## config.mk

```make
export PLATFORM = sky130hd
export DESIGN_NAME = plcp_tx_sequencer
export DESIGN_NICKNAME = d
export VERILOG_FILES = /design/src/rtl/plcp_tx_sequencer.sv
export SDC_FILE = /design/constraint.sdc
export NUM_CORES = 1
export LEC_CHECK = 0
export CAP_MARGIN = 20
export CORE_UTILIZATION = 55
export DETAILED_ROUTE_END_ITERATION = 8
export MAX_ROUTING_LAYER = met4
export PLACE_DENSITY = 0.9
export SYNTH_ARGS = -nofsm -noshare
export SYNTH_HDL_FRONTEND = slang
export SYNTH_SLANG_ARGS = --single-unit
export TNS_END_PERCENT = 100
```

## constraint.sdc

```tcl
create_clock -name clock -period 5.2 [get_ports clock]
set_input_delay 1.04 -clock clock [delete_from_list [all_inputs] [get_ports clock]]
set_output_delay 1.04 -clock clock [all_outputs]
set_load 0.1 [all_outputs]
```

## src/rtl/plcp_tx_sequencer.sv

```systemverilog
// plcp_tx_sequencer
// Sequences an external 7-bit 802.11b scrambler (x^7+x^4+1, combinational
// output) through one long-preamble PPDU: SYNC ones, SFD, PLCP header with
// CRC-16, then PSDU bytes pulled from an upstream byte stream. One bit is
// advanced per bit_tick and the scrambled bit is registered toward the
// modulator.
//
// Ports
//   clock, reset       system clock / async active-high reset
//   bit_tick           one bit advances per strobe
//   start              frame request, honoured only while idle
//   signal_in, service_in, length_in, psdu_bytes
//                      header fields and PSDU byte count, latched on start
//   pay_data/pay_valid/pay_ready
//                      upstream byte handshake (ready only on byte-boundary ticks)
//   scr_reset, scr_enable, scr_bit_in, scr_bit_out
//                      scrambler control and its combinational output
//   tx_bit, tx_valid   registered scrambled bit and its one-cycle strobe
//   busy, done, underrun
//                      frame in progress, normal end pulse, abort pulse
//
// state | meaning
// ------+------------------------------------------------------------
// IDLE  | waiting for start; scrambler reset released
// CLR   | one clock of scrambler reset so SYNC starts from zero state
// SYNC  | SYNC_LEN ones
// SFD   | 16-bit start-frame delimiter, LSB first
// HDR   | SIGNAL, SERVICE, LENGTH (LSB first) then ~CRC16 MSB first
// PSDU  | payload bytes LSB first; byte fetched on its first tick
module plcp_tx_sequencer #(
    parameter int          SYNC_LEN = 128,
    parameter logic [15:0] SFD      = 16'hF3A0,
    parameter int          LEN_W    = 12
) (
    input  logic             clock,
    input  logic             reset,
    input  logic             bit_tick,
    input  logic             start,
    input  logic [7:0]       signal_in,
    input  logic [7:0]       service_in,
    input  logic [15:0]      length_in,
    input  logic [LEN_W-1:0] psdu_bytes,
    input  logic [7:0]       pay_data,
    input  logic             pay_valid,
    output logic             pay_ready,
    output logic             scr_reset,
    output logic             scr_enable,
    output logic             scr_bit_in,
    input  logic             scr_bit_out,
    output logic             tx_bit,
    output logic             tx_valid,
    output logic             busy,
    output logic             done,
    output logic             underrun
);

    localparam int CNT_MAX = (SYNC_LEN > 48) ? SYNC_LEN : 48;
    localparam int CNT_W   = $clog2(CNT_MAX);

    localparam logic [2:0] ST_IDLE = 3'd0;
    localparam logic [2:0] ST_CLR  = 3'd1;
    localparam logic [2:0] ST_SYNC = 3'd2;
    localparam logic [2:0] ST_SFD  = 3'd3;
    localparam logic [2:0] ST_HDR  = 3'd4;
    localparam logic [2:0] ST_PSDU = 3'd5;

    logic [2:0]       state;
    logic [CNT_W-1:0] bit_cnt;
    logic [LEN_W-1:0] byte_cnt;
    logic [31:0]      hdr_sr;
    logic [15:0]      crc;
    logic [6:0]       pay_sr;

    logic       hdr_field;
    logic       byte_first;
    logic       emitting;
    logic       emit;
    logic       cur_bit;
    logic [3:0] sfd_idx;

    always_comb begin
        // bit_cnt counts 47..0 in HDR: 47..16 are header field bits, 15..0 CRC
        hdr_field  = (bit_cnt >= CNT_W'(16));
        byte_first = (state == ST_PSDU) && (bit_cnt == CNT_W'(7));
        // SFD counter runs 15..0, so the LSB-first index is its complement
        sfd_idx    = ~bit_cnt[3:0];
        cur_bit    = 1'b0;
        case (state)
            ST_SYNC: cur_bit = 1'b1;
            ST_SFD:  cur_bit = SFD[sfd_idx];
            ST_HDR:  cur_bit = hdr_field ? hdr_sr[0] : ~crc[15];
            ST_PSDU: cur_bit = byte_first ? pay_data[0] : pay_sr[0];
            default: cur_bit = 1'b0;
        endcase
        emitting = (state == ST_SYNC) || (state == ST_SFD) ||
                   (state == ST_HDR)  || (state == ST_PSDU);
        // a byte-boundary tick with no data is an underrun, not a bit
        emit     = bit_tick && emitting && !(byte_first && !pay_valid);
    end

    assign pay_ready  = bit_tick && byte_first;
    assign scr_enable = emit;
    assign scr_bit_in = emit & cur_bit;
    // reset term keeps the scrambler held while this block is in reset
    assign scr_reset  = reset | (state == ST_CLR);
    assign busy       = (state != ST_IDLE);

    always_ff @(posedge clock or posedge reset) begin
        if (reset) begin
            state    <= ST_IDLE;
            bit_cnt  <= '0;
            byte_cnt <= '0;
            hdr_sr   <= '0;
            crc      <= '0;
            pay_sr   <= '0;
            tx_bit   <= 1'b0;
            tx_valid <= 1'b0;
            done     <= 1'b0;
            underrun <= 1'b0;
        end else begin
            tx_valid <= emit;
            done     <= 1'b0;
            underrun <= 1'b0;
            if (emit) begin
                tx_bit <= scr_bit_out;
            end
            case (state)
                ST_IDLE: begin
                    if (start) begin
                        hdr_sr   <= {length_in, service_in, signal_in};
                        byte_cnt <= psdu_bytes;
                        crc      <= 16'hFFFF;
                        state    <= ST_CLR;
                    end
                end
                ST_CLR: begin
                    bit_cnt <= CNT_W'(SYNC_LEN - 1);
                    state   <= ST_SYNC;
                end
                ST_SYNC: begin
                    if (bit_tick) begin
                        if (bit_cnt == '0) begin
                            bit_cnt <= CNT_W'(15);
                            state   <= ST_SFD;
                        end else begin
                            bit_cnt <= bit_cnt - 1'b1;
                        end
                    end
                end
                ST_SFD: begin
                    if (bit_tick) begin
                        if (bit_cnt == '0) begin
                            bit_cnt <= CNT_W'(47);
                            state   <= ST_HDR;
                        end else begin
                            bit_cnt <= bit_cnt - 1'b1;
                        end
                    end
                end
                ST_HDR: begin
                    if (bit_tick) begin
                        if (hdr_field) begin
                            hdr_sr <= {1'b0, hdr_sr[31:1]};
                            crc    <= {crc[14:0], 1'b0} ^
                                      ((crc[15] ^ hdr_sr[0]) ? 16'h1021 : 16'h0000);
                        end else begin
                            // CRC phase: shift the register out MSB first
                            crc <= {crc[14:0], 1'b0};
                        end
                        if (bit_cnt == '0) begin
                            if (byte_cnt == '0) begin
                                done  <= 1'b1;
                                state <= ST_IDLE;
                            end else begin
                                bit_cnt <= CNT_W'(7);
                                state   <= ST_PSDU;
                            end
                        end else begin
                            bit_cnt <= bit_cnt - 1'b1;
                        end
                    end
                end
                ST_PSDU: begin
                    if (bit_tick) begin
                        if (byte_first) begin
                            if (pay_valid) begin
                                pay_sr  <= pay_data[7:1];
                                bit_cnt <= CNT_W'(6);
                            end else begin
                                underrun <= 1'b1;
                                state    <= ST_IDLE;
                            end
                        end else begin
                            pay_sr <= {1'b0, pay_sr[6:1]};
                            if (bit_cnt == '0) begin
                                if (byte_cnt == LEN_W'(1)) begin
                                    done  <= 1'b1;
                                    state <= ST_IDLE;
                                end else begin
                                    byte_cnt <= byte_cnt - 1'b1;
                                    bit_cnt  <= CNT_W'(7);
                                end
                            end else begin
                                bit_cnt <= bit_cnt - 1'b1;
                            end
                        end
                    end
                end
                default: state <= ST_IDLE;
            endcase
        end
    end

endmodule
```

Yosys cells after proc, flatten, opt, wreduce, memory -nomap -nowiden
Memory sizes are Yosys's and may differ from the RTL's.
Index checks and enable logic that the tools add are counted.
- bits in latches: 0
- output and inout bits: 9
- memories: 1
- bits of input ports: 58
- memory bits (read-only): 16
- word-level logic and storage cells: 130
- register bits: 81
- RAM bits: 0
- shift operators: 0
- muxes and demuxes: 60
- order comparisons: 2
- bitwise operators: 6
- divide/modulo/power cells: 0
- multiply operators: 0
- equality and inequality tests: 26
- reductions and logical operators: 23
- add/subtract/negate cells: 2
- memories (name ; depth ; width ; read ports ; clocked after memory_dff ; wr ports ; RTL line ; RTL):
    (no name shown) ; 16 ; 1 ; 1 ; 0 ; 0 ; 90 ; ST_SFD: cur_bit = SFD[sfd_idx];
- operators by type and width (cell ; count):
    $mux W7 ; 14
    $mux W32 ; 3
    $pmux W32 S2 ; 1
    $mux W12 ; 5
    $mux W16 ; 3
    $mux W3 ; 13
    $pmux W7 S5 ; 1
    $pmux W16 S2 ; 1
    $pmux W12 S2 ; 1
    $ne A2 B2 Y1 const B ; 9
    $pmux W3 S6 ; 1
    $xor A16 B13 Y16 ; 1
    $mux W1 ; 14
    $mux W13 ; 1
    $eq A12 B1 Y1 const B ; 1
    $logic_not A12 Y1 ; 1
    $sub A12 B1 Y12 const B ; 1
    $reduce_and A11 Y1 ; 1
    $ne A3 B3 Y1 const B ; 3
    $ne A2 B1 Y1 const B ; 4
    $reduce_and A8 Y1 ; 1
    $eq A7 B3 Y1 const B ; 1
    $ge A7 B5 Y1 const B ; 1
    $logic_not A7 Y1 ; 1
    other kinds (24) ; 36

Logic depth before layout (Yosys ltp)
Gate-level depths: netlist of run 1.
- depth after elaboration: 7
- gate-level depth with buffers: 10
- gate-level depth less buffers: 7

Least setup slack after synthesis of run 1
OpenSTA, ideal clock, no wires.
- path kind: input to output
- start: input port reset
- end: output port scr_reset
- path slack: -709 ps
- data arrival time: 4869 ps
- stages on the path: 2
- data required time: 4160 ps
- cells stage by stage: inv_1 -> o21ai_0
- word-level cells in the longest chain between the ends: 1
- RTL lines (item ; RTL line ; RTL):
    start, declared ; 36 ; input logic reset,
    $or A1 B1 Y1 ; 105 ; assign scr_reset = reset | (state == ST_CLR);
    end, declared ; 46 ; output logic scr_reset,
No other way between the ends.

Worst setup path in the final report of run 1
- start: input port pay_valid
- end: output port scr_bit_in
- word-level cells in the longest chain between the ends: 5
- RTL lines (item ; RTL line ; RTL):
    start, declared ; 44 ; input logic pay_valid,
    $logic_not A1 Y1 ; 98 ; emit = bit_tick && emitting && !(byte_first && !pay_valid);
    $logic_and A1 B1 Y1 ; 98 ;
    $logic_not A1 Y1 ; 98 ;
    $logic_and A1 B1 Y1 ; 98 ;
    $and A1 B1 Y1 ; 103 ; assign scr_bit_in = emit & cur_bit;
    end, declared ; 48 ; output logic scr_bit_in,
No other way between the ends.

==> results of run 1 <==
==> cells by family (layout without fill, tap and decap cells) <==
logic type	count (synthesis)	after routing	synth area share, %
buffers and inverters	40	97	3.82
adder cells (fa/ha/maj)	5	5	1.48
multiplexers	39	39	9.26
AO/OA/AOI/OAI	136	136	21.1
flip-flops	81	81	47.9
AND/OR/NAND/NOR	137	137	15.6
XOR/XNOR	4	4	0.829
==> flip-flops by register name, summed over array words and instances (netlist names) <==
name and flops:
tx_bit 1, hdr_sr 32, byte_cnt 12, crc 16
done 1, pay_sr 7, state 3, underrun 1
tx_valid 1, bit_cnt 7
==> cell type report <==
cell class | instances | area, µm² | area share [%]
multi-input cells | 321 | 2060 | 40.0
clock buffers | 10 | 128 | 2.48
flip-flops and latches | 81 | 2030 | 39.4
inverters | 10 | 41.3 | 0.803
repair buffers | 72 | 708 | 13.8
clock inverters | 5 | 57.6 | 1.12
well taps | 99 | 124 | 2.41
==> cell usage in the layout (no fill, tap or decap), types with 2 or more instances in the layout <==
master and instances:
a211oi_1 3, clkdlybuf4s50_1 62, or4_1 3, and2_1 3, clkinv_2 2, nor4_1 6
nor3b_2 2, a2bb2oi_1 3, buf_4 9, xor2_1 3, nor2_1 62, dfrtp_1 81
nand2b_1 3, a21oi_1 51, or3_1 4, ha_1 5, a41oi_1 3, inv_1 8
clkbuf_8 9, nor3b_1 2, nor3_1 9, a31o_2 2, nand2_1 21, o22a_1 21
clkinv_4 2, mux2i_1 38, nand3_1 8, nor2b_1 4, a31oi_1 5, o21ai_0 28
o41a_1 2
==> routing by layer <==
layer / vias up / routed length (µm) / share of wire (%)
met4: 0 / 190 / 2.0
met5: - / 0 / 0
met2: 125 / 4320 / 47
li1: 1716 / - / -
met1: 1668 / 4190 / 45
met3: 17 / 578 / 6.2
==> report_power, final <==
group          switching [mW]  internal (mW)
combinational           0.504          0.355
clock                   0.227          0.220
sequential              0.221          0.876
total                   0.953           1.45
==> worst max-delay path, delay by kind of cell <==
family / cells / cell delay, ns
simple gates: 3 / 0.99
buf+inv: 2 / 0.71
==> worst max-delay path by stage <==
| stage | startpoint | slack (ns) | end |
|---|---|---|---|
| 4_1_cts | pay_valid | 1.43 | scr_bit_in |
| 2_1_floorplan | reset | 0.40 | scr_reset |
| 3_5_place_dp | pay_valid | 1.43 | scr_bit_in |
| 5_1_grt | bit_tick | 1.35 | scr_bit_in |
| 6_report | pay_valid | 1.42 | scr_bit_in |
| 3_3_place_gp | pay_valid | 1.45 | scr_bit_in |
==> results.cfg, run 1 <==
[clocking]
cts_max_path_buffers = 2
ctsHtreeMaxLevel = 3
cts_resized = 0
clk-insertion-delay-late_ns = 0.35
cts_buffers = 9
hold_buffers = 0
cts.sinks = 81
cts_root_buf = clkbuf_8
cts_setup_buffers = 0
cts_tree = yes
path_clk_slew_ns = 0.08

[critical_path]
crit_slowest_cell = or4_1
crit_fanout = 4
r2r_setup_slack_ns = 2.25
path_cells = clkdlybuf4s50_1 > or4_1 > nor3b_2 > and2_1 > buf_4
rr_startpoint = bit_cnt[0]$_DFFE_PP0P_
crit_type = input pin to output pin
arrival_ns = 2.74
ff2ff_path_depth = 7
slowest_delay_ns = 0.61
start_kind = input pin
crit_path_end_kind = output pin
r2r-end = byte_cnt[7]$_DFFE_PP0P_
required_ns = 4.16

[timing]
setup_ws_ns = 1.42
final.min_clock_period_ns = 3.78
tightest_slew_ns = 0.978
min_period_over_period_pct = 72.6
report.final.slew_viol_count = 0
setup-tns-final_ns = 0
relSlewSlack_pct = 34.6
hold_viol = 0
rsz0062_at_grt = no
skew_ns = 0.00552
max_freq_mhz = 265
whs_ns = 0.486
setup_violations = 0

[floorplan]
die_h_um = 89.7
fp.dieArea_um2 = 8040
io_pins = 67
core_um2 = 7330
num_rows = 31
fp.dieW_um = 89.7
initial_core_util_pct = 57.7

[global_route]
antenna_found_initial = 0
grt_overflow = 0
busiest_layer = met2
grt_util_all_layers_pct = 25.8
grt_pass1_wl_um = 15300
met2_usage_pct = 40.3
grt_pass1_vias = 3341
grt_util_met3_pct = 5.85
gr-usage-met1_pct = 32.8
grt_max_degree = 82

[min_path]
min_from = pay_sr[6]$_DFFE_PP0P_
hold_end = pay_sr[6]$_DFFE_PP0P_
min_path_cells = 2
hp-class = flop to flop

[route]
vias = 3526
drc = 0
dr.pass1.iters = 6
drt-total-wl_um = 9280
wl_per_cell_um = 15.5
ant_nets = 0
first_iter_violations = 193
routed_via_density = 5.90

[place]
dp.cells = 582
hpwl_um = 6340
place_ws_ns = 1.43
finalWeightedCongestion = 0.856
dpl_cell_area_um2 = 4940
io_buffers = 66

[synthesis]
synth_top_cells_by_count = dfrtp_1 (81), nor2_1 (62), a21oi_1 (51), mux2i_1 (38), o21ai_0 (28)
synth_area_leader_cell = dfrtp_1
synthDistinctLibCells = 59
ys_seq_area_share_pct = 47.9
post-synth-top-count-cell = dfrtp_1
synth-edff-count = 0
syn_inst = 442
synth_area_leaders = dfrtp_1 (48%), mux2i_1 (9.0%), a21oi_1 (6.0%)
ys_ff_latch = 81
yosys.area.top_type_share_pct = 47.9
syn_area_per_cell_um2 = 9.57
synth_flop_cell = dfrtp_1
synth_area_um2 = 4230
yosysWarnings = 0
synthArstFlopShare_pct = 100
synth_nets = 505

[layout]
area_growth_pct = 21.6
finish.utilization_pct = 70.1
diodes = 0
instances_no_fill = 598
fillers = 533
design_area_um2 = 5140
drive_gt1_share_pct = 7.62
nets = 558

[run]
max_cap_viol_count = 0

[pwr]
ir_drop_mv = 0.224
p_leak_nw = 1.91
p_total_mw = 2.40
power_density_nw_per_um2 = 468

[status]
run_status = completed
No activity file was read; power rests on OpenSTA's default activity.
==> inputs of run 2 (changes only) <==
--- a/config.mk
+++ b/config.mk
@@ -6,10 +6,10 @@
 export NUM_CORES = 1
 export LEC_CHECK = 0
 export CAP_MARGIN = 20
-export CORE_UTILIZATION = 55
+export CORE_UTILIZATION = 54
 export DETAILED_ROUTE_END_ITERATION = 8
 export MAX_ROUTING_LAYER = met4
-export PLACE_DENSITY = 0.9
+export PLACE_DENSITY = 0.88
 export SYNTH_ARGS = -nofsm -noshare
 export SYNTH_HDL_FRONTEND = slang
 export SYNTH_SLANG_ARGS = --single-unit
==> constraint.sdc (replaced) <==
create_clock -name clock -period 3.9 [get_ports clock]
set_input_delay 0.78 -clock clock [delete_from_list [all_inputs] [get_ports clock]]
set_output_delay 0.78 -clock clock [all_outputs]
set_load 0.1 [all_outputs]
==> run 2 against run 1 <==
Effect of this change: wire length grew 0.74%; clock skew up 0.00073 ns; via count up 1.7%; global-route usage shrank 1.2 points; count of clock-buffer cells in the layout grew 1; first-iteration DRC count rose by 20%; total power rose by 36%; critical path type is now flop to output pin.
==> results.cfg, run 2 (synthesis results as in run 1) <==
[status]
run_status = completed

[route]
routed_via_density = 5.97
drc = 0
vias = 3587
wl_per_cell_um = 15.6
ant_nets = 0
drt-total-wl_um = 9350
first_iter_violations = 231
dr.pass1.iters = 5

[timing]
max_freq_mhz = 299
final.min_clock_period_ns = 3.35
report.final.slew_viol_count = 0
min_period_over_period_pct = 85.8
setup_ws_ns = 0.552
relSlewSlack_pct = 35.4
rsz0062_at_grt = no
hold_viol = 0
setup_violations = 0
skew_ns = 0.00625
tightest_slew_ns = 0.966

[critical_path]
crit_fanout = 8
crit_type = flop to output pin
crit_family = simple AND/OR/NAND/NOR gates
required_ns = 3.12
crit_path_end_kind = output pin
arrival_ns = 2.57
path_cells = or4_1 > or4_1 > nor3b_4 > and2_1 > buf_12
crit_slowest_cell = or4_1
slowest_delay_ns = 0.63
start_kind = flop
path_buf_inv = 1
cpMostUsedCell = or4_1

[min_path]
hp-class = flop to flop

[global_route]
antenna_found_initial = 0
busiest_layer = met2
grt_overflow = 0
grt_pass1_wl_um = 16000
grt_max_degree = 82
met2_usage_pct = 38.8
grt_util_all_layers_pct = 24.5
gr-usage-met1_pct = 31.7
grt_util_met3_pct = 4.71
grt_pass1_vias = 3611

[floorplan]
core_um2 = 7410
die_h_um = 90.5
initial_core_util_pct = 57.1
fp.dieW_um = 90.5
fp.dieArea_um2 = 8190
num_rows = 31
io_pins = 67

[pwr]
p_total_mw = 3.26
ir_drop_mv = 0.295
power_density_nw_per_um2 = 622
p_leak_nw = 1.94

[place]
dpl_cell_area_um2 = 5010
dp.cells = 584
io_buffers = 66
hpwl_um = 6490
place_ws_ns = 0.704
finalWeightedCongestion = 0.877

[clocking]
cts_setup_buffers = 0
path_clk_slew_ns = 0.08
cts_max_path_buffers = 2
clk-insertion-delay-late_ns = 0.35
cts_buffers = 9
cts.sinks = 81
cts_root_buf = clkbuf_8
hold_buffers = 0
ctsHtreeMaxLevel = 3
cts_tree = yes
cts_resized = 0

[layout]
nets = 560
drive_gt1_share_pct = 8.57
max_flop_register = hdr_sr
top_regs = hdr_sr (32), crc (16), byte_cnt (12)
finish.utilization_pct = 70.6
largest_register_ffs = 32
final_common_cell = dfrtp_1
most-common-layout-cells = dfrtp_1 (81), nor2_1 (62), clkdlybuf4s50_1 (61)
diodes = 0
design_area_um2 = 5230
instances_no_fill = 601
area_growth_pct = 23.8

[run]
max_cap_viol_count = 0
-- run 2: changes by cell type in the layout (fill, tap and decap cells not counted), sizes merged --
cell           previous run  this run
clkdlybuf4s50            62        61
clkinvlp                  1         3
buf                      10        13
clkinv                    4         2
clkbuf                   10        11
-- run 2: tightest hold or removal path, stage by stage (launching register included) --
cell	delay, ns
dfrtp_1	0.35
nand2_1	0.05
o21ai_0	0.06
-- run 2: area by class of cell --
class                   instances  area [µm²]
fillers                       561        2170
well taps                      99         124
clock inverters                 5        55.1
multi-input cells             321        2070
clock buffers                  11         141
repair buffers                 74         778
inverters                      10        41.3
flip-flops and latches         81        2030
-- run 2: where the power goes --
group	internal (mW)	switching, mW	leakage, nW	total (mW)
clock	0.311	0.301	0.0953	0.612
sequential	1.17	0.296	0.908	1.46
combinational	0.503	0.679	0.940	1.18
total	1.98	1.28	1.94	3.26
-- run 2: worst paths after layout --
kind                                        start                       to  slack [ns]  cells after the start
setup / recovery           bit_cnt[5]$_DFFE_PP0P_               scr_bit_in        0.55                      5
hold / removal              pay_sr[5]$_DFFE_PP0P_    pay_sr[5]$_DFFE_PP0P_        0.49                      2
setup reg to reg           bit_cnt[0]$_DFFE_PP0P_  byte_cnt[6]$_DFFE_PP0P_        0.98                      7
hold reg to reg             pay_sr[5]$_DFFE_PP0P_    pay_sr[5]$_DFFE_PP0P_        0.49                      2
max in group asynchronous                   reset   bit_cnt[2]$_DFFE_PP0P_        2.43                      4
min in group asynchronous                   reset       crc[7]$_DFFE_PP0P_        0.89                      3
-- run 2: per-stage QoR --
stage	hold slack, ns	setup TNS [ns]
floorplan	0.449	-0.216
global placement	0.467	0
detailed placement	0.481	0
CTS	0.499	0
global route	0.515	0
finish	0.494	0
-- run 2: routing by layer --
metal | wire, µm | vias up
met3 | 539 | 17
met1 | 4220 | 1708
met2 | 4480 | 136
met5 | 0 | -
met4 | 104 | 0
li1 | - | 1726
==> inputs of run 3 (changes only) <==
--- a/config.mk
+++ b/config.mk
@@ -10,6 +10,7 @@
 export DETAILED_ROUTE_END_ITERATION = 8
 export MAX_ROUTING_LAYER = met4
 export PLACE_DENSITY = 0.88
+export SKIP_CTS_REPAIR_TIMING = 1
 export SYNTH_ARGS = -nofsm -noshare
 export SYNTH_HDL_FRONTEND = slang
 export SYNTH_SLANG_ARGS = --single-unit
==> results of run 3 <==
The final DEF is identical to that of run 2; final timing and power are the same.
